**config.mk**
```make
export PLATFORM = sky130hd
export DESIGN_NAME = imm_extend_unit
export DESIGN_NICKNAME = d
export VERILOG_FILES = /design/src/rtl/imm_extend_unit.sv
export SDC_FILE = /design/constraint.sdc
export NUM_CORES = 1
export LEC_CHECK = 0
export ABC_CLOCK_PERIOD_IN_PS = 2200
export BUFFER_PORTS_ARGS = -buffer_cell sky130_fd_sc_hd__buf_2
export CELL_PAD_IN_SITES_DETAIL_PLACEMENT = 0
export CELL_PAD_IN_SITES_GLOBAL_PLACEMENT = 1
export CORE_MARGIN = 10
export CORE_UTILIZATION = 43
export CTS_BUF_LIST = sky130_fd_sc_hd__clkbuf_2
export CTS_CLUSTER_DIAMETER = 150
export DETAILED_ROUTE_END_ITERATION = 16
export PLACE_DENSITY_LB_ADDON = 0.1
export SLEW_MARGIN = 20
export SYNTH_ARGS = -nofsm -noshare
export SYNTH_HDL_FRONTEND = slang
export SYNTH_SLANG_ARGS = --single-unit
```
**constraint.sdc**
```tcl
create_clock -name clk -period 2.2 [get_ports clk]
set_clock_uncertainty 0.2 [all_clocks]
set_input_delay 0.33 -clock clk [delete_from_list [all_inputs] [get_ports clk]]
set_output_delay 0.33 -clock clk [all_outputs]
set_load 0.005 [all_outputs]
```
**src/rtl/imm_extend_unit.sv**
```systemverilog
// Immediate-extension stage: zero/sign/upper extension plus a prefix register for
// building full-width constants, feeding a 2-entry in-order output buffer.
module imm_extend_unit #(
  parameter int IN_W  = 8,
  parameter int OUT_W = 16
) (
  input  logic             clk,
  input  logic             rst_n,
  input  logic             flush,
  input  logic             in_valid,
  output logic             in_ready,
  input  logic [IN_W-1:0]  imm_in,
  input  logic [1:0]       mode,
  output logic             out_valid,
  input  logic             out_ready,
  output logic [OUT_W-1:0] imm_out,
  output logic             pfx_active
);

  localparam int PFX_W = OUT_W - IN_W;

  generate
    if (OUT_W <= IN_W || OUT_W > 2 * IN_W) begin : g_param_check
      $error("imm_extend_unit: OUT_W must satisfy IN_W < OUT_W <= 2*IN_W");
    end
  endgenerate

  typedef enum logic {S_IDLE, S_PFX} state_t;

  state_t             state_q, state_d;
  logic [PFX_W-1:0]   pfx_q, pfx_d;
  logic [OUT_W-1:0]   mem_q [2];
  logic [OUT_W-1:0]   ext_val;
  logic               rd_q, wr_q;
  logic [1:0]         count_q, count_d;
  logic               accept, is_pfx, push, pop;

  assign in_ready   = (count_q != 2'd2);
  assign out_valid  = (count_q != 2'd0);
  assign imm_out    = mem_q[rd_q];
  assign pfx_active = (state_q == S_PFX);

  assign accept = in_valid & in_ready;
  assign is_pfx = (mode == 2'b11);
  assign pop    = out_valid & out_ready & ~flush;

  always_comb begin
    state_d = state_q;
    pfx_d   = pfx_q;
    push    = 1'b0;
    ext_val = {{PFX_W{1'b0}}, imm_in};
    unique case (state_q)
      S_IDLE: begin
        if (accept) begin
          if (is_pfx) begin
            state_d = S_PFX;
            pfx_d   = imm_in[PFX_W-1:0];
          end else begin
            push = 1'b1;
            case (mode)
              2'b01:   ext_val = {{PFX_W{imm_in[IN_W-1]}}, imm_in};
              2'b10:   ext_val = {imm_in[PFX_W-1:0], {IN_W{1'b0}}};
              default: ext_val = {{PFX_W{1'b0}}, imm_in};
            endcase
          end
        end
      end
      S_PFX: begin
        if (accept) begin
          if (is_pfx) begin
            pfx_d = imm_in[PFX_W-1:0];
          end else begin
            // Mode is ignored here: the pending prefix supplies the high bits.
            push    = 1'b1;
            ext_val = {pfx_q, imm_in};
            state_d = S_IDLE;
          end
        end
      end
      default: state_d = S_IDLE;
    endcase
    // Flush discards the whole cycle's transfer, including a prefix overwrite.
    if (flush) begin
      state_d = S_IDLE;
      pfx_d   = pfx_q;
      push    = 1'b0;
    end
  end

  always_comb begin
    count_d = count_q;
    if (flush) begin
      count_d = 2'd0;
    end else begin
      count_d = count_q + {1'b0, push} - {1'b0, pop};
    end
  end

  always_ff @(posedge clk or negedge rst_n) begin
    if (!rst_n) begin
      state_q  <= S_IDLE;
      pfx_q    <= '0;
      count_q  <= 2'd0;
      rd_q     <= 1'b0;
      wr_q     <= 1'b0;
      mem_q[0] <= '0;
      mem_q[1] <= '0;
    end else begin
      state_q <= state_d;
      pfx_q   <= pfx_d;
      count_q <= count_d;
      if (flush) begin
        rd_q <= 1'b0;
        wr_q <= 1'b0;
      end else begin
        if (push) begin
          mem_q[wr_q] <= ext_val;
          wr_q        <= ~wr_q;
        end
        if (pop) begin
          rd_q <= ~rd_q;
        end
      end
    end
  end

endmodule

```
==> impl_metrics.toml <==
[finish]
finalNetCount = 266
stdcell_count = 317
drive_above_1_share = 0.482
multi_input_area_mm2 = 0.00112
register_area_mm2 = 0.00113
fin_util = 0.541
area_delta_synth_final_pct = 20.9
final.fill_count = 473
antenna_cells = 0
final_area_mm2 = 0.00278

[yosys]
synth_largest_area_cell = "dfrtp_1"
synthFlopType = "dfrtp_1"
ys_ff_latch = 45
synth.most_common_cell = "dfrtp_1"
yosys-top-cells-area = "dfrtp_1 (49%), mux2_2 (19%), nand2_1 (4.1%)"
syn_nets = 211
syn-mean-instance-area_um2 = 12.0
synth_top_area_frac = 0.489
ys_async_sr_fraction = 1.00
yosysSeqAreaShare = 0.489
netlist_top_cells_count = "dfrtp_1 (45), mux2_2 (38), nand2_1 (25)"
ys_warn_count = 0
synth-edff-count = 0
ys_types = 32
synthesis.area_mm2 = 0.00230
syn_inst = 191

[die]
fp.dieArea_mm2 = 0.00868
die_h_um = 93.2
ios = 34
coreArea_mm2 = 0.00514
rows = 26
initial_core_util = 0.448
die_width_um = 93.2

[timing]
relSlewSlack = 0.682
grt_setup_unrepaired = "no"
hold-worst-slack_ns = 0.0752
post-route-min-period_ns = 2.12
tightest_slew_ns = 0.475
fin_ws_ns = 0.0759
finalSetupViolations = 0
finalHoldViolCount = 0
drv_slew = 0
fmax_mhz = 471
min_period_over_period = 0.965

[routing]
ant_nets = 0
vias = 1670
wirelength_um = 5380
post-route-drc-count = 0
wl_per_cell_um = 17.0
routed_via_density = 5.27
drt_first_iter_violations = 33
firstDrtPassIters = 4

[global_route]
antenna_found_initial = 0
grt_use_total = 0.133
grt_pass1_wl_um = 9230
grt_max_degree = 19
grt_overflow_total = 0
grt_pass1_vias = 1835

[hold_path]
min_from = "flush"
hold_class = "primary input to flip-flop"
holdPathStages = 3

[worst_setup_path]
cp_slowest_cell = "dfrtp_1"
worstPathMaxFanout = 5
path_buf_inv = 1
required_ns = 2.34
worstPathArrival_ns = 2.27
crit_family = "simple AND/OR/NAND/NOR gates"
r2r-end = "count_q[1]$_DFF_PN0_"
crit_type = "flip-flop to flip-flop"
endpoint_kind = "flip-flop"
max_stage_delay_ns = 0.46
start_kind = "flip-flop"
reg2reg_slack_ns = 0.08
rr_worst_depth = 8
r2r_start = "count_q[1]$_DFF_PN0_"
path_cells = "nor2b_4, or3_4, ha_4, inv_1, ha_2, xor2_1, and2_2, nor3_2"
crit_end = "count_q[1]$_DFF_PN0_"
crit_cells = 8
startpoint = "count_q[1]$_DFF_PN0_"

[status]
status = "finished clean"

[pwr]
p_leak_nw = 1.27
power.density_mw_per_mm2 = 804
ir_drop_mv = 0.341

[placement]
dpl.hpwl_um = 4020
placed_cells = 299
place_area_mm2 = 0.00263
place_congestion = 0.739
port-buffer-count = 33
pre_cts_ws_ns = -0.160

[cts]
post_cts_buffers = 0
clock-sinks = 45
numCtsBuffers = 5
cts_tree = "yes"
cts_buffer_depth = 2
clk_pin_slew_ns = 0.22
h-tree-depth = 2
clock_insertion_delay_worst_skew_ns = 0.40
root_buffer = "clkbuf_2"

[flow_run]
drv_cap = 0
-- state kept, by name, indices dropped and copies added (netlist names) --
name and flops:
mem_q 32, wr_q 1, count_q 2, pfx_q 8, rd_q 1, pfx_active 1
-- layout by cell type, fill, tap and decap left out, drive strengths merged, types with 4 or more instances in the layout --
master and count:
clkbuf 7, nand2 25, and2 8, buf 49
ha 5, dlygate4sd3 10, inv 5, dfrtp 45
mux2 40, o32a 16, nor2 4, a21oi 9
-- layer usage --
layer | global-route usage | up-vias | part of all wire
met5 | 0 | - | 0
met4 | 0.0411 | 0 | 0.012
met3 | 0.0368 | 6 | 0.042
met2 | 0.224 | 29 | 0.50
met1 | 0.160 | 836 | 0.45
li1 | - | 799 | -
-- worst min path at each step --
stage	endpoint	slack, ns
finish	rd_q$_DFFE_PN0P_	0.08
global route	rd_q$_DFFE_PN0P_	0.02
CTS	rd_q$_DFFE_PN0P_	0.04
global placement	mem_q[23]$_DFFE_PN0P_	0.07
floorplan	count_q[0]$_DFF_PN0_	-0.17
detailed placement	mem_q[15]$_DFFE_PN0P_	0.08
-- tightest hold or removal path, stage by stage --
cell	delay, ns
buf_2	0.09
buf_4	0.19
nor2_1	0.07
-- per-stage QoR --
stage / setup TNS, ns / power [mW]
after floorplan: 0 / 1.63
after global placement: -0.0768 / 1.86
after detailed placement: -0.160 / 1.90
after CTS: 0 / 2.27
after global routing: 0 / 2.42
final: 0 / 2.24
-- timing repair --
item	in CTS	in global routing
hold endpoints to repair	46	0
hold buffers	10	0
resized for setup	0	3
setup endpoints to repair	0	1
-- area by class of cell --
| class | instances | share of cell area |
|---|---|---|
| sequential | 45 | 0.405 |
| multi-input combinational | 130 | 0.403 |
| timing repair buffer | 59 | 0.138 |
| tap | 70 | 0.0315 |
| clock buffer | 7 | 0.0126 |
| inverter | 5 | 0.00674 |
| clock inverter | 1 | 0.00270 |
-- cells by family after synthesis --
family | Yosys count | synth area share
muxes | 40 | 0.199
xor gates and xnor gates | 2 | 0.00761
and+or+nand+nor | 54 | 0.136
AOI/OAI and AO/OA | 29 | 0.103
DFF | 45 | 0.489
buffers and inverters | 16 | 0.0375
adders and majority gates | 5 | 0.0272
-- where the power goes --
group | internal [mW] | total (mW) | switching [mW]
clock network | 0.0878 | 0.355 | 0.267
logic | 0.422 | 0.704 | 0.282
registers | 1.06 | 1.18 | 0.121
(Power assumes the default switching activity.)
